`config.mk`:
```
export PLATFORM = sky130hd
export DESIGN_NAME = sram_axi_master
export DESIGN_NICKNAME = d
export VERILOG_FILES = /design/src/rtl/sram_axi_master.sv
export SDC_FILE = /design/constraint.sdc
export NUM_CORES = 1
export LEC_CHECK = 0
export ABC_CLOCK_PERIOD_IN_PS = 1740
export CAP_MARGIN = 10
export CORE_AREA = 2 2 124 126
export CTS_BUF_LIST = sky130_fd_sc_hd__clkbuf_8
export DETAILED_ROUTE_END_ITERATION = 16
export DIE_AREA = 0 0 126 128
export DONT_BUFFER_PORTS = 1
export PLACE_DENSITY = 0.45
export SYNTH_ARGS = -nofsm -noshare
export SYNTH_HDL_FRONTEND = slang
export SYNTH_SLANG_ARGS = --single-unit
```
`constraint.sdc`:
```
create_clock -name aclk -period 1.74 [get_ports aclk]
set_input_delay 0.261 -clock aclk [delete_from_list [all_inputs] [get_ports aclk]]
set_output_delay 0.261 -clock aclk [all_outputs]
set_load 0.02 [all_outputs]
```
`src/rtl/sram_axi_master.sv`:
```
// sram_axi_master: single-outstanding bridge from an SRAM-like req/addr_ok/data_ok
// port to single-beat AXI read and write transactions.
// Optional feature macro: SRAM_AXI_MASTER_ERR_EN. When it is defined, a non-OKAY
// R or B response sets a sticky err flag. When it is not defined, err is tied low.
module sram_axi_master #(
  parameter int ADDR_W = 32,
  parameter int DATA_W = 32,
  parameter int ID_W   = 4
) (
  input  logic                aclk,
  input  logic                areset,
  // CPU side
  input  logic                req,
  input  logic                wr,
  input  logic [1:0]          size,
  input  logic [DATA_W/8-1:0] wstrb,
  input  logic [ADDR_W-1:0]   addr,
  input  logic [DATA_W-1:0]   wdata,
  output logic                addr_ok,
  output logic                data_ok,
  output logic [DATA_W-1:0]   rdata,
  output logic                err,
  // AXI read address channel
  output logic [ADDR_W-1:0]   m_araddr,
  output logic                m_arvalid,
  input  logic                m_arready,
  output logic [ID_W-1:0]     m_arid,
  output logic [7:0]          m_arlen,
  output logic [2:0]          m_arsize,
  output logic [1:0]          m_arburst,
  output logic [1:0]          m_arlock,
  output logic [3:0]          m_arcache,
  output logic [2:0]          m_arprot,
  // AXI read data channel
  input  logic [DATA_W-1:0]   m_rdata,
  input  logic [ID_W-1:0]     m_rid,
  input  logic [1:0]          m_rresp,
  input  logic                m_rlast,
  input  logic                m_rvalid,
  output logic                m_rready,
  // AXI write address channel
  output logic [ADDR_W-1:0]   m_awaddr,
  output logic                m_awvalid,
  input  logic                m_awready,
  output logic [ID_W-1:0]     m_awid,
  output logic [7:0]          m_awlen,
  output logic [2:0]          m_awsize,
  output logic [1:0]          m_awburst,
  output logic [1:0]          m_awlock,
  output logic [3:0]          m_awcache,
  output logic [2:0]          m_awprot,
  // AXI write data channel
  output logic [DATA_W-1:0]   m_wdata,
  output logic [ID_W-1:0]     m_wid,
  output logic [DATA_W/8-1:0] m_wstrb,
  output logic                m_wlast,
  output logic                m_wvalid,
  input  logic                m_wready,
  // AXI write response channel
  input  logic [ID_W-1:0]     m_bid,
  input  logic [1:0]          m_bresp,
  input  logic                m_bvalid,
  output logic                m_bready
);

  localparam logic [2:0] IDLE  = 3'd0;
  localparam logic [2:0] RD_A  = 3'd1;
  localparam logic [2:0] RD_D  = 3'd2;
  localparam logic [2:0] WR_AW = 3'd3;
  localparam logic [2:0] WR_B  = 3'd4;
  localparam logic [2:0] DONE  = 3'd5;

  logic [2:0]          state;
  logic [2:0]          next_state;
  logic [ADDR_W-1:0]   addr_q;
  logic [1:0]          size_q;
  logic [DATA_W-1:0]   wdata_q;
  logic [DATA_W/8-1:0] wstrb_q;
  logic [DATA_W-1:0]   rdata_q;
  logic                aw_done;
  logic                w_done;
  logic                aw_fin;
  logic                w_fin;
  logic [2:0]          ax_size;

  // All handshake outputs decode from registered state, so no AXI input
  // reaches an AXI output combinationally. Only addr_ok looks at req.
  assign addr_ok   = (state == IDLE) && req;
  assign data_ok   = (state == DONE);
  assign rdata     = rdata_q;
  assign m_arvalid = (state == RD_A);
  assign m_rready  = (state == RD_D);
  assign m_awvalid = (state == WR_AW) && !aw_done;
  assign m_wvalid  = (state == WR_AW) && !w_done;
  assign m_bready  = (state == WR_B);

  // A channel counts as finished if it completed earlier or completes now.
  assign aw_fin = aw_done || m_awready;
  assign w_fin  = w_done  || m_wready;

  // Size 3 is not a legal request on this port, so it falls back to a word.
  assign ax_size = (size_q == 2'd3) ? 3'b010 : {1'b0, size_q};

  assign m_araddr  = addr_q;
  assign m_arid    = '0;
  assign m_arlen   = 8'd0;
  assign m_arsize  = ax_size;
  assign m_arburst = 2'b01;
  assign m_arlock  = 2'b00;
  assign m_arcache = 4'b0000;
  assign m_arprot  = 3'b000;

  assign m_awaddr  = addr_q;
  assign m_awid    = '0;
  assign m_awlen   = 8'd0;
  assign m_awsize  = ax_size;
  assign m_awburst = 2'b01;
  assign m_awlock  = 2'b00;
  assign m_awcache = 4'b0000;
  assign m_awprot  = 3'b000;

  assign m_wdata   = wdata_q;
  assign m_wid     = '0;
  assign m_wstrb   = wstrb_q;
  assign m_wlast   = 1'b1;

  // Next-state logic. The transfer direction lives in the state itself, so
  // the request's wr bit is only needed at the moment of acceptance.
  always_comb begin
    next_state = state;
    case (state)
      IDLE:    if (req) next_state = wr ? WR_AW : RD_A;
      RD_A:    if (m_arready) next_state = RD_D;
      RD_D:    if (m_rvalid) next_state = DONE;
      WR_AW:   if (aw_fin && w_fin) next_state = WR_B;
      WR_B:    if (m_bvalid) next_state = DONE;
      DONE:    next_state = IDLE;
      default: next_state = IDLE;
    endcase
  end

  // State register; a reset abandons any transaction in flight.
  always_ff @(posedge aclk) begin
    if (areset) state <= IDLE;
    else        state <= next_state;
  end

  // Capture the request on acceptance so AXI address and data stay stable.
  always_ff @(posedge aclk) begin
    if (areset) begin
      addr_q  <= '0;
      size_q  <= '0;
      wdata_q <= '0;
      wstrb_q <= '0;
    end else if (addr_ok) begin
      addr_q  <= addr;
      size_q  <= size;
      wdata_q <= wdata;
      wstrb_q <= wstrb;
    end
  end

  // Per-channel done flags let AW and W complete in either order.
  always_ff @(posedge aclk) begin
    if (areset) begin
      aw_done <= 1'b0;
      w_done  <= 1'b0;
    end else if (state == WR_AW) begin
      if (m_awvalid && m_awready) aw_done <= 1'b1;
      if (m_wvalid && m_wready)   w_done  <= 1'b1;
    end else begin
      aw_done <= 1'b0;
      w_done  <= 1'b0;
    end
  end

  // Read data is held from the R handshake through the data_ok cycle.
  always_ff @(posedge aclk) begin
    if (areset)                   rdata_q <= '0;
    else if (m_rready && m_rvalid) rdata_q <= m_rdata;
  end

`ifdef SRAM_AXI_MASTER_ERR_EN
  logic err_q;
  logic unused_resp_fields;

  assign err = err_q;
  assign unused_resp_fields = ^{m_rid, m_bid, m_rlast};

  // Sticky error: any non-OKAY R or B response sets it until reset.
  always_ff @(posedge aclk) begin
    if (areset) begin
      err_q <= 1'b0;
    end else if ((m_rready && m_rvalid && (m_rresp != 2'b00)) ||
                 (m_bready && m_bvalid && (m_bresp != 2'b00))) begin
      err_q <= 1'b1;
    end
  end
`else
  logic unused_resp_fields;

  assign err = 1'b0;
  assign unused_resp_fields = ^{m_rid, m_bid, m_rlast, m_rresp, m_bresp};
`endif

endmodule

```
# Word level (Yosys, flattened, before mapping)
# Index checks and enable logic that the tools add are counted.
op_classes:
  addsub: 0
  mul: 0
  div: 0
  n_lt_le_gt_ge: 0
  n_eq_ne: 11
  n_shift: 0
  mux: 8
  bitwise_logic: 1
  reduce_logical: 14
ops:
  columns: ["cell", "count"]
  rows:
  - ["$mux 3", 5]
  - ["$pmux 3 s5", 1]
  - ["$ne 2x2->1 const B", 4]
  - ["$logic_and 1x1->1", 7]
  - ["$eq 3x2->1 const B", 2]
  - ["$eq 3x3->1 const B", 2]
  - ["$reduce_and 5->1", 1]
  - ["$mux 2", 2]
  - ["$eq 3x1->1 const B", 1]
  - ["$logic_not 3->1", 1]
  - ["$eq 2x2->1 const B", 1]
  - ["$logic_not 1->1", 2]
  - ["$logic_or 1x1->1", 2]
  - ["$ne 2x1->1 const B", 1]
  - ["$reduce_or 2->1", 1]
  - ["$not 1->1", 1]
word_totals:
  ff_bits: 107
  latchBits: 0
  ramBits: 0
  romBits: 0
  out_inout_bits: 197
  memories: 0

# Longest topological paths before layout
depth:
  depth_word: 4
  ltp_mapped: 8
  mapped_depth_nobuf: 5

# Least setup slack after synthesis
# OpenSTA, ideal clock, no wires.
synth_timing:
  path_type: "register to register"
  start: "reg state[2]"
  end: "reg rdata_q[1] (netlist: rdata[1])"
  setup_time_ns: 0.070
  arrival_time_ns: 1.406
  required_time_ns: 1.670
  slack_ns: 0.264
  path_stages_with_launch: 8
  n_path_buf: 3
  path_cell_list: "dfxtp_1 > buf_6 > nor3b_2 > and2_1 > buf_2 > buf_4 > nand2_1 > a21oi_1"
synth_between:
  elab_chain_cells: 2
synth_rtl:
  columns: ["item", "line", "text"]
  rows:
  - ["start, declared", "73", "logic [2:0] state;"]
  - ["start signal, assigned", "145", "else state <= next_state;"]
  - ["$eq 3x2->1", "92", "assign m_rready = (state == RD_D);"]
  - ["via m_rready", "40", "output logic m_rready,"]
  - ["$logic_and 1x1->1", "180", "else if (m_rready && m_rvalid) rdata_q <= m_rdata;"]
  - ["end signal, assigned", "180", null]
  - ["end, declared", "79", "logic [DATA_W-1:0] rdata_q;"]
# The timed path passes the listed nets, and every way through them passes these cells.
# A chain may end at the register's enable or synchronous reset.

# Final worst setup path
layout_timing:
  start: "reg state[1]"
  end: "reg w_done"
layout_between:
  elab_chain_cells: 3
  word_cells_on_any_way: 5
  classes_between: "eq/ne (1); bitwise (1); reduce/logical (3)"
layout_rtl:
  columns: ["item", "line", "text"]
  rows:
  - ["$eq 3x2->1 *", "94, 168", null]
  - ["$not 1->1 (no line) or $logic_and 1x1->1 (tied branches)", null, null]
  - ["$reduce_or 2->1 (no line) or $logic_and 1x1->1 (tied branches)", null, null]
  - ["end signal, assigned", "167", "w_done <= 1'b0;"]
  - ["end signal, assigned", "170", "if (m_wvalid && m_wready) w_done <= 1'b1;"]
  - ["end signal, assigned", "173", "w_done <= 1'b0;"]
  - ["end, declared", "81", "logic w_done;"]
# Mark *: on every way between the ends. The rest lies on a longest branch, timed or not.

==> results.cfg <==
[flow_run]
drv_cap = 0

[synthesis]
synth_common_cells = 207 x nand2_1, 107 x dfxtp_1, 103 x a21oi_1
synth_edf_count = 0
synth.distinct_cells = 27
ys_ff_latch = 107
synthMostInstantiatedCell = nand2_1
yosysWarningCount = 0
synth_area_per_cell_um2 = 7.89
async_flop_share_pct = 0
netlist_instances = 575
synth.area.top_cells = dfxtp_1 47%, nand2_1 17%, buf_4 16%, a21oi_1 11%, buf_2 1.3%
synth_top_flop_cell = dfxtp_1
seq_area_frac_synth_pct = 47.2
yosysTopAreaCell = dfxtp_1
synth_area_um2 = 4540
synth_top_area_share_pct = 47.2

[sta]
rsz0062_at_grt = yes
fin_hold_ws_ps = -50.7
setup_tns_ps = 0
setup_slack_ps = 71.1
fin_crit_sh_pct = 95.9
timing.final.max_slew_violations = 0
min_period_ps = 1670
finalSetupViolCount = 0
hold_viol = 49
max_freq_mhz = 599
skew_ps = 9.34

[hold_path]
whs_path_depth = 1
hold_path.class = in2reg

[clock_tree]
htreeDepth = 3
cts.path.max_buffers = 2
cts_root_buf = clkbuf_8
cts-hold-fix-buffers = 2
insertion_delay_ps = 360
cts_made_buffers = 9
cts_tree = done
clkSinkCount = 107
path_clk_slew_ps = 100

[worst_setup_path]
cp-end-kind = flip-flop
crit_arrival_ps = 1990
required_ps = 2060
cp-start-kind = flip-flop
crit_fanout = 7
setup.worst_path.class = reg2reg
r2r_cells = 6

[layout]
areaGrowthSynthToFinish_pct = 0.772
antennaDiodeCount = 0
nFillCells = 1630
postLayoutCellArea_um2 = 4570
final_net_count = 658
drive_gt1_share_pct = 9.46

[floorplanning]
row_count = 45
die_w_um = 126
core-area_um2 = 14900
io_pins = 321
design.die.area_um2 = 16100
die_height_um = 128
initial_core_util_pct = 30.5

[power]
pwr-share-clk_pct = 20.8
cellLeakagePower_nw = 1.72
power_frac_seq_pct = 52.3
switchingPower_mw = 3.11
power-per-cell-area_nw_per_um2 = 1630
power.internal_mw = 4.34
swShare_pct = 41.7
comb_power_share_pct = 26.8
irDropWorstVdd_v = 0.000476
power_mw = 7.45

[status]
failed_checks = hold timing
status = finished, violations left

[placed_design]
dpl.hpwl_um = 7530
place_congestion = 0.743
port-buffer-count = 0
post-place-ws_ps = 82.5
place_area_um2 = 4240

[route]
drc_errors = 0
viasPerCell = 4.58
vias = 3329
drtIter0Drc = 162
wl_um = 10900
drt_first_pass_iters = 5
ant_nets = 0
wl_per_cell_um = 14.9

[grt]
grt_pass1_vias = 3067
grt_pass1_wl_um = 16000
overflow = 0
antenna_found_initial = 0
grt_use_total_pct = 12.6
grt_max_degree = 109
-- layer usage --
metal | track usage (%) | routed length (um)
met1 | 12.7 | 3950
met2 | 22.4 | 5580
met5 | 0 | 0
met4 | 4.01 | 112
met3 | 6.76 | 1230
-- cell type report --
type	count	area, um2	area share, %
Clock buffer	10	138	3.01
Clock inverter	6	62.6	1.37
Inverter	2	7.51	0.164
Multi-Input combinational cell	392	1750	38.3
Sequential cell	107	2150	47.0
Tap cell	188	235	5.14
Timing Repair Buffer	22	229	5.01
-- registers in the layout (all words and copies together), names as in the netlist --
register / cells
w_done: 1
size_q: 2
m_araddr: 32
rdata: 32
m_wdata: 32
aw_done: 1
m_wstrb: 4
state: 3
-- power by group through the flow --
stage	registers, mW	logic [mW]	clock network, mW
floorplan	3.60	2.05	0
global route	3.97	2.25	1.74
CTS	3.90	1.94	1.63
detailed placement	3.95	1.87	0
finish	3.90	2.00	1.55
global placement	3.94	1.80	0
-- cell usage in the layout (no fill, tap or decap), types with 3 or more instances in the layout --
master	Yosys	final
dfxtp_1	107	104
nand2_1	207	207
clkbuf_8	0	10
buf_4	98	15
clkinv_2	0	3
conb_1	2	54
nor2_1	6	3
a21oi_1	103	103
nor3b_2	2	3
buf_12	0	3
-- what timing repair did --
item | in CTS | in global routing
resized for setup | 9 | 7
setup buffers | 3 | 1
setup endpoints to repair | 4 | 4
hold endpoints to repair | 104 | 102
cloned | 0 | 1
pin swaps | 3 | 1
-- critical path: stages, from the launching register on --
cell and delay (ps):
dfxtp_4 400, buf_6 120, nand3b_1 80, buf_4 170, buf_4 140, nor3_2 140
dlygate4sd3_1 560
-- final timing paths --
kind | end | from | slack [ps]
setup / recovery | w_done | state[1] | 70
hold / removal | rdata[9] | areset | -50
setup reg to reg | w_done | state[1] | 70
hold reg to reg | size_q[0] | size_q[0] | 460
-- metrics by stage --
stage	utilization, %	instances
floorplan	-	627
global placement	28.5	704
finish	30.8	727
CTS	30.4	725
detailed placement	28.5	704
global route	30.8	727
-- cell families (layout without fill, tap and decap cells) --
logic type / count (synthesis) / in the layout / share of synthesized area (%)
compound gates: 109 / 109 / 12.8
flops: 107 / 107 / 47.2
buf+inv: 128 / 40 / 19.2
simple gates: 226 / 226 / 19.9
other cells: 2 / 54 / 0.165
mux: 3 / 3 / 0.772
(Power assumes the default switching activity.)
==> patch 1 (same flow settings) <==
`DATA_W`: 32 -> 16.
--- a/src/rtl/sram_axi_master.sv
+++ b/src/rtl/sram_axi_master.sv
@@ -4,7 +4,7 @@
 // R or B response sets a sticky err flag. When it is not defined, err is tied low.
 module sram_axi_master #(
   parameter int ADDR_W = 32,
-  parameter int DATA_W = 32,
+  parameter int DATA_W = 16,
   parameter int ID_W   = 4
 ) (
   input  logic                aclk,
Interface: changed (6 resized); port bits go from 321 to 253. The function was not compared with the original's and may differ.
==> patch 1 against the original RTL <==
- synthesized area fell by 26%
- sequential cell count fell by 34
- critical endpoint is now m_wvalid
- sequential share of layout area fell by 6.2 points
- core utilization fell by 6.6 points
- design area fell by 21%
- setup slack got worse by 0.94 ps
- largest cell class unchanged
- largest power group unchanged
- power fell by 24%
- wire length fell by 31%
==> patch 1: results (changes against the original RTL) <==
worst r2r path cells 5 (-1); Placement Cell Area 0.00310 sq mm (-27%); routed vias/inst 4.05 (-12%); critical path's slowest cell dfxtp_4; Clock Skew 10.5 ps (+1.15 ps); Place WS 283 ps (+200 ps); status complete, no violations; Met1 Routed Length 2850 microns (-28%); Commonest cells post-synth 139 x nand2_1, 93 x buf_4, 73 x dfxtp_1; Yosys reg bits 73 (-32%); number of global-route vias before repair 2330 (-24%); routed via count 2450 (-26%); HPWL after detailed placement 5200 microns (-31%); peak supply drop 401 uV (-16%); DR pass1 iterations 4 (-1); CP peak stage delay 360 ps (-200 ps); critical path data arrival time 1410 ps (-580 ps); area delta synth->final 6.88%; largest net degree at the start of global routing 71 (-35%); Routed Wire Length 7500 microns (-31%); DR WL met3 801 microns (-35%); Psw 2.40 mW (-23%); area of the multi-input gates 0.00132 sq mm (-25%); worst reg2reg startpoint state[2]; M1 GR Usage 9.63% (-3.1 points); fraction of area in non-clock buffers 10.4% (+5.4 points); fraction of area in registers 40.8% (-6.2 points); placed insts 563 (-20%); Seq/Total Area, Yosys 43.4% (-3.8 points); first-pass GRT wire length 11600 microns (-28%); bufs w/o clock 36 (+64%); Crit Reg-Reg Endpoint state[2]; layout cells sized above 1 10.1% (+0.61 points); Fillers 1650 (+1.2%); gpl congestion 0.671 (-9.6%); critical path's top delay family simple AND/OR/NAND/NOR gates; routed length on met2 3720 microns (-33%); WHS 36.9 ps (+87.6 ps); r2r setup slk 110 ps (+40 ps); Tot GR Track Use 9.20% (-3.4 points); Iteration-0 DRC Markers 60 (-63%)
## patch 1: timing repair
item | CTS | global route
endpoints found under the setup margin | 3 | 3
resized for setup | 5 | 5
hold buffers | 23 | 0
buffers inserted | 0 | 3
pin swaps | 0 | 1
cloned | 0 | 0
hold endpoints to repair | 70 | 0
## patch 1: how the worst max path moves through the flow
stage	start	to	slack, ps
global placement	state[0]	state[2]	300
detailed placement	state[1]	rdata[1]	280
global route	state[2]	m_wvalid	-20
floorplan	state[2]	rdata[10]	230
CTS	state[2]	m_wvalid	-6
finish	state[2]	m_wvalid	70
## patch 1: power groups by stage
| stage | clock network (mW) | logic [mW] | registers [mW] |
|---|---|---|---|
| final | 1.33 | 1.53 | 2.78 |
| after global routing | 1.47 | 1.73 | 2.84 |
| after CTS | 1.42 | 1.52 | 2.79 |
| after detailed placement | 0 | 1.44 | 2.82 |
| after global placement | 0 | 1.40 | 2.81 |
| after floorplan | 0 | 1.72 | 2.49 |
==> patch 2 (config.mk and constraints unchanged) <==
Made on the original files. The option `SRAM_AXI_MASTER_ERR_EN` is turned on by a define.
--- a/src/rtl/sram_axi_master.sv
+++ b/src/rtl/sram_axi_master.sv
@@ -2,6 +2,8 @@
 // port to single-beat AXI read and write transactions.
 // Optional feature macro: SRAM_AXI_MASTER_ERR_EN. When it is defined, a non-OKAY
 // R or B response sets a sticky err flag. When it is not defined, err is tied low.
+`define SRAM_AXI_MASTER_ERR_EN
+
 module sram_axi_master #(
   parameter int ADDR_W = 32,
   parameter int DATA_W = 32,
Check against the original RTL: not equivalent (a bounded check fails within 4 cycles, from zero or initial values and one cycle with areset high).
==> patch 2 against the original RTL <==
- the run still ends with negative hold slack left
- clock power down 5%
- clock skew up 3.7 ps
- critical path depth down 3
- sequential cell count up 1
- synthesized area unchanged
- design area down 0.71%
- maximum frequency down 4.1%
- setup slack worse by 71 ps
- power down 3.3%
- wire length down 1.9%
- first-iteration DRC count down 10%
- critical path type is now flip-flop to primary output
- critical endpoint is now addr_ok
- largest cell class unchanged
- largest power group unchanged
==> patch 2: results (changes against the original RTL) <==
Final Power 7.20 mW (-3.3%); routed length on met2 5300 microns (-4.9%); Routed Wire Length 10700 microns (-1.9%); Met1 Routed Length 3980 microns (+0.76%); Hold Fails Final Rpt 63 (+29%); Max Fclk 575 MHz (-4.1%); critical path's slowest cell or4b_4; Seq/Total Area, Yosys 47.6% (+0.44 points); status finished, violations left; Psw 2.97 mW (-4.6%); P_leak 1.71 nW (-0.82%); crit path to addr_ok; Hold Path Origin areset; M1 GR Usage 14.0% (+1.2 points); first-pass GRT wire length 16100 microns (+0.51%); Clk network pwr share 20.4% (-0.4 points); GR Util met3 4.84% (-1.9 points); DR pass1 iterations 4 (-1); hold_buf cts 2 (unchanged); DR WL met3 1170 microns (-4.8%); Cell variety after synth 32 (+19%); CP Class flip-flop to primary output; max_slew headroom 63.8%; peak supply drop 445 uV (-6.4%); layout cells sized above 1 7.39% (-2.1 points); gpl congestion 0.729 (-1.8%); hold path endpoint rdata[14]; WHS -56.1 ps (-5.45 ps); Iteration-0 DRC Markers 145 (-10%); largest net degree at the start of global routing 113 (+3.7%); critical path data arrival time 1480 ps (-510 ps); Synth area leaders dfxtp_1 48%, nand2_1 17%, buf_4 15%; failing checks negative hold slack; number of global-route vias before repair 3097 (+0.98%); worst reg2reg startpoint state[2]; HPWL after detailed placement 7640 microns (+1.5%); Placement Cell Area 0.00427 sq mm (+0.62%); routed via count 3336 (+0.21%); Crit Reg-Reg Endpoint m_wdata[8]; Tot GR Track Use 12.6% (-0.033 points); max-cap violation count 0 (unchanged); Inserted Diodes 0 (unchanged); Clock Skew 13.1 ps (+3.72 ps); placed insts 710 (+0.85%); Syn Inst Count 581 (+1.0%); met2 Usage GRT 21.2% (-1.2 points); Sequential Power Share 55.2% (+2.9 points); Crit Path Max Fanout 6 (-1); Place WS 6.99 ps (-75.5 ps); critical path's top delay family simple AND/OR/NAND/NOR gates; layout net count 662 (+0.61%); Commonest cells post-synth 206 x nand2_1, 108 x dfxtp_1, 104 x a21oi_1; CP Capture Type primary output; non-filler cells, final 729 (+0.28%)
## patch 2: changes by cell type in the layout (fill, tap and decap cells not counted), sizes merged, moves of 2 or more
cell and delta:
o21ai +2, clkinv -3, buf -2, nor2 +2, clkbuf -2, nand2b +3
## patch 2: layout make-up
class / count / area, sq um
Tap cell: 188 / 235
Sequential cell: 108 / 2160
Clock inverter: 5 / 55.1
Multi-Input combinational cell: 397 / 1740
Timing Repair Buffer: 20 / 213
Clock buffer: 9 / 124
Inverter: 2 / 10.0
Fill cell: 1634 / 10300
## patch 2: logic make-up after synthesis
family	after synthesis	share of synthesized area, %
flip-flops	108	47.6
other	2	0.165
multiplexers	3	0.689
AO/OA/AOI/OAI	111	12.7
buffers and inverters	127	18.6
AND/OR/NAND/NOR	230	20.2
## patch 2: what timing repair did
item                       in CTS  in global routing
hold endpoints to repair      105                103
gates cloned                    1                  0
gates resized for setup         4                  5
setup endpoints to repair       5                  7
setup buffers                   1                  1
